--- src/rtl/ext_sram_pkg.sv ---
// Shared types and constants for the external byte-wide SRAM responder.
package ext_sram_pkg;

    // Default chip address width (512 KiB part).
    localparam int unsigned ADDR_W_DEF = 19;

    // Posted-write entries keep the full request width; bits above the chip
    // width are always stored as zero, so matching on them is harmless.
    localparam int unsigned ADDR_MAX_W = 32;

    typedef struct packed {
        logic [ADDR_MAX_W-1:0] addr;
        logic [7:0]            data;
    } wbuf_entry_t;

    typedef enum logic [1:0] {
        W_IDLE  = 2'b00,
        W_SETUP = 2'b01,
        W_PULSE = 2'b10,
        W_HOLD  = 2'b11
    } drain_state_e;

    // True in every drain state that owns the pins and drives the write bus.
    function automatic logic drives_write_bus(input drain_state_e s);
        return (s == W_SETUP) || (s == W_PULSE) || (s == W_HOLD);
    endfunction

endpackage

--- src/rtl/ext_sram_wbuf.sv ---
// Posted-write FIFO with youngest-match read forwarding.
module ext_sram_wbuf
    import ext_sram_pkg::*;
#(
    parameter  int unsigned DEPTH = 4,
    localparam int unsigned PTR_W = $clog2(DEPTH)
) (
    input  logic                  clk,
    input  logic                  rst_ni,
    input  logic                  push_i,
    input  wbuf_entry_t           push_entry_i,
    input  logic                  pop_i,
    output wbuf_entry_t           head_o,
    output logic                  full_o,
    output logic                  empty_o,
    output logic [PTR_W:0]        count_o,
    input  logic [ADDR_MAX_W-1:0] lookup_addr_i,
    output logic                  hit_o,
    output logic [7:0]            hit_data_o
);

    wbuf_entry_t      mem_q [DEPTH];
    logic [PTR_W-1:0] wr_ptr_q;
    logic [PTR_W-1:0] rd_ptr_q;
    logic [PTR_W:0]   count_q;
    logic [PTR_W:0]   count_d;
    logic [PTR_W-1:0] idx_s;
    logic             match_s;

    assign head_o  = mem_q[rd_ptr_q];
    assign full_o  = (count_q == (PTR_W+1)'(DEPTH));
    assign empty_o = (count_q == '0);
    assign count_o = count_q;

    // Occupancy update: simultaneous push and pop leave the count unchanged.
    always_comb begin
        count_d = count_q;
        case ({push_i, pop_i})
            2'b10:   count_d = count_q + (PTR_W+1)'(1);
            2'b01:   count_d = count_q - (PTR_W+1)'(1);
            default: count_d = count_q;
        endcase
    end

    // Storage and wrapping pointers; the caller only pushes when there is room.
    always_ff @(posedge clk) begin
        if (!rst_ni) begin
            wr_ptr_q <= '0;
            rd_ptr_q <= '0;
            count_q  <= '0;
            for (int i = 0; i < DEPTH; i++) begin
                mem_q[i] <= '0;
            end
        end else begin
            if (push_i) begin
                mem_q[wr_ptr_q] <= push_entry_i;
                wr_ptr_q        <= wr_ptr_q + PTR_W'(1);
            end
            if (pop_i) begin
                rd_ptr_q <= rd_ptr_q + PTR_W'(1);
            end
            count_q <= count_d;
        end
    end

    // Walk oldest to youngest so the last valid match (youngest) wins.
    always_comb begin
        hit_o      = 1'b0;
        hit_data_o = 8'h00;
        idx_s      = '0;
        match_s    = 1'b0;
        for (int i = 0; i < DEPTH; i++) begin
            idx_s      = rd_ptr_q + PTR_W'(i);
            match_s    = ((PTR_W+1)'(i) < count_q) && (mem_q[idx_s].addr == lookup_addr_i);
            hit_o      = hit_o | match_s;
            hit_data_o = match_s ? mem_q[idx_s].data : hit_data_o;
        end
    end

endmodule

--- src/rtl/ext_sram_ctrl.sv ---
// External asynchronous SRAM responder: same-cycle reads, posted writes
// drained with multi-cycle WE_n timing, reads always own the pins.
module ext_sram_ctrl
    import ext_sram_pkg::*;
#(
    parameter int unsigned ADDR_W     = ADDR_W_DEF,
    parameter int unsigned WBUF_DEPTH = 4,
    parameter int unsigned WR_SETUP   = 1,
    parameter int unsigned WR_PULSE   = 1
) (
    input  logic              clk,
    input  logic              rst_ni,
    input  logic              ext_sram_read_i,
    input  logic              ext_sram_write_i,
    input  logic [31:0]       ext_sram_addr_i,
    input  logic [7:0]        ext_sram_wdata_i,
    output logic [7:0]        ext_sram_rdata_o,
    output logic [ADDR_W-1:0] sram_a_o,
    input  logic [7:0]        sram_dq_i,
    output logic [7:0]        sram_dq_o,
    output logic              sram_dq_oe_o,
    output logic              sram_ce_no,
    output logic              sram_oe_no,
    output logic              sram_we_no,
    output logic              wbuf_empty_o,
    output logic              overflow_o
);

    localparam int unsigned PTR_W     = $clog2(WBUF_DEPTH);
    localparam int unsigned PHASE_MAX = (WR_SETUP > WR_PULSE) ? WR_SETUP : WR_PULSE;
    localparam int unsigned CNT_W     = $clog2(PHASE_MAX + 1);
    localparam logic [CNT_W-1:0] SETUP_LAST = CNT_W'(WR_SETUP - 1);
    localparam logic [CNT_W-1:0] PULSE_LAST = CNT_W'(WR_PULSE - 1);

    drain_state_e          state_q;
    logic [CNT_W-1:0]      cnt_q;
    logic                  overflow_q;

    wbuf_entry_t           head_s;
    wbuf_entry_t           push_entry_s;
    logic                  full_s;
    logic                  empty_s;
    logic [PTR_W:0]        count_s;
    logic                  hit_s;
    logic [7:0]            hit_data_s;
    logic [ADDR_MAX_W-1:0] req_addr_s;
    logic                  push_s;
    logic                  pop_s;
    logic                  drop_s;
    logic                  start_s;
    logic                  more_after_pop_s;
    logic                  unused_addr_s;

    // Upper request bits never reach the chip or the forwarding compare.
    assign req_addr_s    = ADDR_MAX_W'(ext_sram_addr_i[ADDR_W-1:0]);
    assign unused_addr_s = ^{ext_sram_addr_i[31:ADDR_W], head_s.addr[ADDR_MAX_W-1:ADDR_W]};
    assign push_entry_s  = '{addr: req_addr_s, data: ext_sram_wdata_i};

    // The head retires at the end of the hold cycle whether or not a read is present.
    assign pop_s  = (state_q == W_HOLD);
    assign push_s = ext_sram_write_i && (!full_s || pop_s);
    assign drop_s = ext_sram_write_i && full_s && !pop_s;

    // A push into an empty buffer starts the drain on the very next cycle.
    assign start_s          = !empty_s || push_s;
    assign more_after_pop_s = (count_s > (PTR_W+1)'(1)) || push_s;

    ext_sram_wbuf #(
        .DEPTH (WBUF_DEPTH)
    ) u_wbuf (
        .clk           (clk),
        .rst_ni        (rst_ni),
        .push_i        (push_s),
        .push_entry_i  (push_entry_s),
        .pop_i         (pop_s),
        .head_o        (head_s),
        .full_o        (full_s),
        .empty_o       (empty_s),
        .count_o       (count_s),
        .lookup_addr_i (req_addr_s),
        .hit_o         (hit_s),
        .hit_data_o    (hit_data_s)
    );

    // Drain sequencer and sticky overflow; a read before the WE_n rising edge restarts the write.
    always_ff @(posedge clk) begin
        if (!rst_ni) begin
            state_q    <= W_IDLE;
            cnt_q      <= '0;
            overflow_q <= 1'b0;
        end else begin
            if (drop_s) begin
                overflow_q <= 1'b1;
            end
            case (state_q)
                W_IDLE: begin
                    cnt_q   <= '0;
                    state_q <= start_s ? W_SETUP : W_IDLE;
                end
                W_SETUP: begin
                    if (ext_sram_read_i) begin
                        cnt_q   <= '0;
                        state_q <= W_SETUP;
                    end else if (cnt_q == SETUP_LAST) begin
                        cnt_q   <= '0;
                        state_q <= W_PULSE;
                    end else begin
                        cnt_q   <= cnt_q + CNT_W'(1);
                        state_q <= W_SETUP;
                    end
                end
                W_PULSE: begin
                    if (ext_sram_read_i) begin
                        cnt_q   <= '0;
                        state_q <= W_SETUP;
                    end else if (cnt_q == PULSE_LAST) begin
                        cnt_q   <= '0;
                        state_q <= W_HOLD;
                    end else begin
                        cnt_q   <= cnt_q + CNT_W'(1);
                        state_q <= W_PULSE;
                    end
                end
                W_HOLD: begin
                    cnt_q   <= '0;
                    state_q <= more_after_pop_s ? W_SETUP : W_IDLE;
                end
                default: begin
                    cnt_q   <= '0;
                    state_q <= W_IDLE;
                end
            endcase
        end
    end

    // Pin mux: a read takes the pins outright, otherwise the drain state decides.
    always_comb begin
        sram_a_o     = '0;
        sram_dq_o    = 8'h00;
        sram_dq_oe_o = 1'b0;
        sram_ce_no   = 1'b1;
        sram_oe_no   = 1'b1;
        sram_we_no   = 1'b1;
        if (ext_sram_read_i) begin
            sram_a_o   = ext_sram_addr_i[ADDR_W-1:0];
            sram_ce_no = 1'b0;
            sram_oe_no = 1'b0;
        end else if (drives_write_bus(state_q)) begin
            sram_a_o     = head_s.addr[ADDR_W-1:0];
            sram_dq_o    = head_s.data;
            sram_dq_oe_o = 1'b1;
            sram_ce_no   = 1'b0;
            sram_we_no   = (state_q == W_PULSE) ? 1'b0 : 1'b1;
        end else begin
            sram_a_o = '0;
        end
    end

    // Read data: a pending posted write shadows the chip, same-cycle writes do not.
    assign ext_sram_rdata_o = (ext_sram_read_i && hit_s) ? hit_data_s : sram_dq_i;
    assign wbuf_empty_o     = empty_s;
    assign overflow_o       = overflow_q;

endmodule
--- config.mk ---
export PLATFORM = sky130hd
export DESIGN_NAME = ext_sram_ctrl
export DESIGN_NICKNAME = d
export VERILOG_FILES = /design/src/rtl/ext_sram_pkg.sv /design/src/rtl/ext_sram_wbuf.sv /design/src/rtl/ext_sram_ctrl.sv
export SDC_FILE = /design/constraint.sdc
export NUM_CORES = 1
export LEC_CHECK = 0
export ABC_AREA = 1
export ABC_CLOCK_PERIOD_IN_PS = 5600
export BUFFER_PORTS_ARGS = -buffer_cell sky130_fd_sc_hd__buf_2
export CAP_MARGIN = 20
export CORE_MARGIN = 4
export CORE_UTILIZATION = 45
export CTS_BUF_LIST = sky130_fd_sc_hd__clkbuf_4
export CTS_CLUSTER_DIAMETER = 150
export DETAILED_ROUTE_END_ITERATION = 7
export PLACE_DENSITY = 0.72
export RECOVER_POWER = 25
export SLEW_MARGIN = 5
export SYNTH_ARGS = -nofsm -noshare
export SYNTH_HDL_FRONTEND = slang
export SYNTH_HIERARCHICAL = 1
export SYNTH_SLANG_ARGS = --single-unit
--- constraint.sdc ---
create_clock -name clk -period 5.6 [get_ports clk]
set_input_delay 0.28 -clock clk [delete_from_list [all_inputs] [get_ports clk]]
set_output_delay 0.28 -clock clk [all_outputs]
set_load 0.005 [all_outputs]
Word level (Yosys, flattened, before mapping)

Memories as Yosys holds them, arrays and structs flattened. A register that Yosys moved wholly into a read port is not among the register bits.
Index checks and enable logic that the tools add are counted.
Widths: inputs -> output; s select.

Register bits after elaboration: 11
RAM bits: 108
Input bits: 52
Output and inout bits: 41
Memories kept: 1

Add/subtract/negate cells: 7
Order comparisons: 5
Equality and inequality tests: 10
Muxes and demuxes: 37
Bitwise logic cells: 3
Reduce and logical (&&, ||, !) cells: 22

Memories:

| memory       | depth | width | read ports | clocked after memory_dff | wr ports | RTL line            | RTL |
|---|---|---|---|---|---|---|---|
| u_wbuf.mem_q | 4     | 27    | 4          | 1                        | 4        | ext_sram_wbuf.sv:22 | `wbuf_entry_t mem_q [DEPTH];` |

Operator list:

| operator            | number |
|---|---|
| $eq 32x19->1        | 4 |
| $mux 8              | 7 |
| $mux 19             | 2 |
| $mux 27             | 1 |
| $reduce_or 27->1    | 1 |
| $mux 1              | 18 |
| $mux 2              | 6 |
| $logic_and 1x1->1   | 8 |
| $pmux 2 s4          | 1 |
| $eq 2x2->1 const B  | 3 |
| $lt 1x3->1 const A  | 2 |
| $lt 2x3->1 const A  | 2 |
| $pmux 3 s2          | 1 |
| $logic_or 1x1->1    | 5 |
| $add 2x1->2 const B | 2 |
| $add 2x2->2 const B | 2 |
| $eq 2x1->1 const B  | 2 |
| $reduce_or 2->1     | 2 |
| $add 3x1->3 const B | 1 |
| $eq 3x3->1 const B  | 1 |
| $gt 3x1->1 const B  | 1 |
| $logic_not 1->1     | 3 |
| $logic_not 3->1     | 1 |
| $or 1x1->1          | 3 |
| other kinds (5)     | 5 |

Depth between registers and ports, before layout

Depth in word-level cells: 9
Mapped depth: 21
Gate-level depth less buffers: 19

Modules after synthesis

The synthesis kept the hierarchy.

By module, submodules not included:

| module        | times used | cells an instance | area each (µm²) | sequential area each (µm²) |
|---|---|---|---|---|
| ext_sram_wbuf | 1          | 2000              | 12903.6         | 4984.8 |
| ext_sram_ctrl | 1          | 87                | 691.9           | 60.1 |

Worst setup path after synthesis

No wires, ideal clock.

Path type: register to register
Start: register u_wbuf.count_q[0] (netlist: u_wbuf/count_o[0])
End: memory u_wbuf/mem_q[3][0] in the netlist's numbering, enable pin
Setup time: 0.495 ns
Data arrival time: 3.866 ns
Required time: 5.105 ns
Path slack: 1.239 ns
Cell stages (with the launch flop): 10
Buffers on the path: 0
Path through: dfxtp_1 -> inv_1 -> ha_1 -> nand2_1 -> inv_1 -> nand2_1 -> nand2_1 -> inv_1 -> nand2_1 -> o21ai_0

RTL lines:

| element                | RTL line            | RTL |
|---|---|---|
| start, declared        | ext_sram_wbuf.sv:25 | `logic [PTR_W:0] count_q;` |
| start signal, assigned | ext_sram_wbuf.sv:62 | `count_q <= count_d;` |
| end, declared          | ext_sram_wbuf.sv:22 |  |

Final worst setup path

Start: register u_wbuf.rd_ptr_q[0]
End: output ext_sram_rdata_o[3]

Cells in the longest elaborated chain, start to end: 9

Ends and longest elaborated chain:

| element                  | RTL line             | RTL |
|---|---|---|
| start, declared          | ext_sram_wbuf.sv:24  | `logic [PTR_W-1:0] rd_ptr_q;` |
| start signal, assigned   | ext_sram_wbuf.sv:60  | `rd_ptr_q <= rd_ptr_q + PTR_W'(1);` |
| $add 2x1->2              | ext_sram_wbuf.sv:73  | `idx_s = rd_ptr_q + PTR_W'(i);` |
| $mem_v2 4x27 (*)         | --                   |  |
| $eq 32x19->1             | ext_sram_wbuf.sv:74  | `match_s = ((PTR_W+1)'(i) < count_q) && (mem_q[idx_s].addr == lookup_addr_i);` |
| $logic_and 1x1->1        | ext_sram_wbuf.sv:74  |  |
| $or 1x1->1 (2 in series) | ext_sram_wbuf.sv:75  | `hit_o = hit_o \| match_s;` |
| $or 1x1->1 (*)           | ext_sram_wbuf.sv:75  |  |
| via hit_s                | ext_sram_ctrl.sv:44  | `logic hit_s;` |
| $logic_and 1x1->1 (*)    | ext_sram_ctrl.sv:160 | `assign ext_sram_rdata_o = (ext_sram_read_i && hit_s) ? hit_data_s : sram_dq_i;` |
| $mux 8 (*)               | ext_sram_ctrl.sv:160 |  |
| end, declared            | ext_sram_ctrl.sv:17  | `output logic [7:0] ext_sram_rdata_o,` |

The timed path passes the listed nets; every way through them passes the cells marked *.

==> impl_results.md <==
- Result of the run: finished with violations
- Failing checks: capacitance limit, slew limit
- Slowest-stage cell, CP: sky130_fd_sc_hd__dfxtp_4
- Fill cell total of the finished layout: 3051
- Sequential share of power: 52.6%
- Instance count after placement with tap cells included: 2545
- TritonCTS clock tree: done
- Share of final-layout standard cells stronger than drive strength 1: 7.79%
- Dominant cell type by count on the critical path: sky130_fd_sc_hd__nand2_1
- GRT Total Usage: 27.9%
- Max-slew violation count: 198
- Final critical-path setup slack: 454 ps
- Clock transition at path regs: 190 ps
- Total wire length after detailed routing: 46800 um
- Skew-Pair Late Insertion Delay: 640 ps
- Total power after layout: 2.97 mW
- Sinks on Clock Net: 172
- Reported max-cap violation count: 4
- Cell-by-cell trace of the critical path: buf_4, nor2_2, buf_4, a21oi_1, nand2_1, nand2_1, nand2_1, nor2_1, nand2_1, nor2_1, nand3_1, nor2_4, inv_2, nand3_1, nand2_8, mux2_4, buf_2
- Switching part of the total power: 35.7%
- Routed Antenna Nets: 0
- CP endpoint kind: primary output
- Most used cells in the layout excluding fill and tap cells: 821 x sky130_fd_sc_hd__nand2_1, 247 x sky130_fd_sc_hd__nor2_1, 179 x sky130_fd_sc_hd__inv_1
- Number of instances in the synthesized netlist: 2076
- Area of all placed cells without fillers: 14800 um^2
- Site row count: 63
- Most used routing layer: met2
- Final-stage net count: 2245
- R2r setup slk: 1490 ps
- Remaining design rule violation count: 0
- Horizontal die dimension: 182 um
- Initial antenna violation count: 1
- Setup repair after global routing missed its margin: false
- Leading cell type in the layout, fill and taps excluded: sky130_fd_sc_hd__nand2_1
- Power Internal: 1.91 mW
- Yosys Warn Count: 6
- Mean post-synth cell area: 6.53 um^2
- Top fanout value on the critical path: 50
- GP Congestion: 0.960
- Net switching component of the power: 1.06 mW
- Power share of the combinational group: 22.2%
- Routed wirelength normalized by instance count: 18.1 um
- Area growth from synthesis to layout: 9.52%
- Number of setup violations in the final report: 0
- Largest net degree at the start of global routing: 82
- Met2 track utilization from global routing: 44.4%
- IO buf count: 79
- Total clock buffers created by CTS: 17
- GR Layer Usage met1: 38.7%
- Startpoint types: flip-flop
- Number of standard cells in the final layout excluding fillers: 2586
- Setup CP Type: reg2out
- TritonRoute pass-1 iters: 8
- Total congestion overflow: 0
- Total leakage power: 7.06 nW
- Max transition margin: -106%
- Post-layout minimum cycle time: 5150 ps
- Fin crit share: 91.9%
- Summed instance area of the synthesized netlist: 13600 um^2
- Maximum achievable frequency: 194 MHz
- Min Hold Slack: 31.7 ps
- Clock Tree Buf Depth: 2
- Slew at the pin with the worst max-slew slack: 3090 ps
- Initial core utilization: 45.7%
- Vias per inst: 5.56
- Final-report hold violation count: 0
- Post-route clock skew: 35.6 ps
- Estimated wirelength of the detail-placed design: 31400 um
- Share of power burned in the clock network: 25.3%
- Power density cells: 200 nW/um^2
- Worst slack at placement: 1150 ps
- Cell at the root of the clock tree: sky130_fd_sc_hd__clkbuf_4
- DIE HEIGHT: 182 um
- Path class of the lowest-slack min-delay path: in2reg
- DR vias: 14400
- Die ar.: 33000 um^2
- Peak per-stage delay on the critical path: 730 ps
- Final core utilization: 50.1%
- Core outline area: 29600 um^2
- Wire length of the first global-routing pass: 72900 um
- Sum of negative setup slack: 0 ps
- Via count of the first global-routing pass: 13400
- Worst Path Arrival: 4870 ps
- Largest vdd supply drop: 0.126 mV
- Endpoint required time on the critical path: 5320 ps
- Initial DRC Count: 1699
- Clock H-tree levels: 4
- Placed cell areas: 14500 um^2
- Met3 Usage GRT: 4.47%
- Count of boundary I/O pins: 93
[flip-flops by register name, indices dropped and copies added, names as in the netlist, named ones only]
name	cells
u_wbuf/count_o	3
u_wbuf/rd_ptr_q	2
u_wbuf/wr_ptr_q	2
state_q	2
overflow_o	1
u_wbuf/mem_q	160
[per-layer routing]
layer,routed length [um],vias up
met2,21200,825
met4,1520,0
met5,0,-
li1,-,6857
met3,5060,134
met1,19100,6550
[worst max-delay path, delay by kind of cell (launching register included)]
kind	cells	cell delay [ps]
buffers and inverters	4	1160
muxes	1	410
and+or+nand+nor	11	1650
DFF	1	730
AOI/OAI and AO/OA	1	220
[final timing paths]
check	from	endpoint	cells past startpoint
max	u_wbuf/rd_ptr_q[0]	ext_sram_rdata_o[3]	17
min	ext_sram_wdata_i[0]	u_wbuf/mem_q[0][0]	3
max reg2reg	u_wbuf/count_o[0]	u_wbuf/mem_q[3][4]	10
min reg2reg	overflow_o	overflow_o	2
[power by group through the flow]
stage | combinational (mW) | sequential, mW | clock, mW
2_1_floorplan | 0.434 | 1.57 | 0
3_3_place_gp | 0.622 | 1.58 | 0
3_5_place_dp | 0.633 | 1.59 | 0
4_1_cts | 0.641 | 1.56 | 0.762
5_1_grt | 0.737 | 1.57 | 0.806
6_report | 0.657 | 1.56 | 0.749
[final cells by class]
| type | count | area (um^2) | area share (%) |
|---|---|---|---|
| sequential | 172 | 5050 | 34.0 |
| multi-input combinational | 1691 | 7630 | 51.4 |
| timing repair buffer | 116 | 688 | 4.64 |
| clock inverter | 15 | 169 | 1.14 |
| clock buffer | 17 | 128 | 0.860 |
| antenna | 1 | 2.50 | 0.0169 |
| tap | 390 | 488 | 3.29 |
| inverter | 184 | 693 | 4.67 |
[repair_timing]
item / 4_1_cts / 5_1_grt
endpoints found under the setup margin: 0 / 2
hold buffers: 8 / 0
gates resized for setup: 0 / 3
setup buffers: 0 / 0
endpoints found under the hold margin: 23 / 0
No activity file was read; power rests on OpenSTA's default activity.
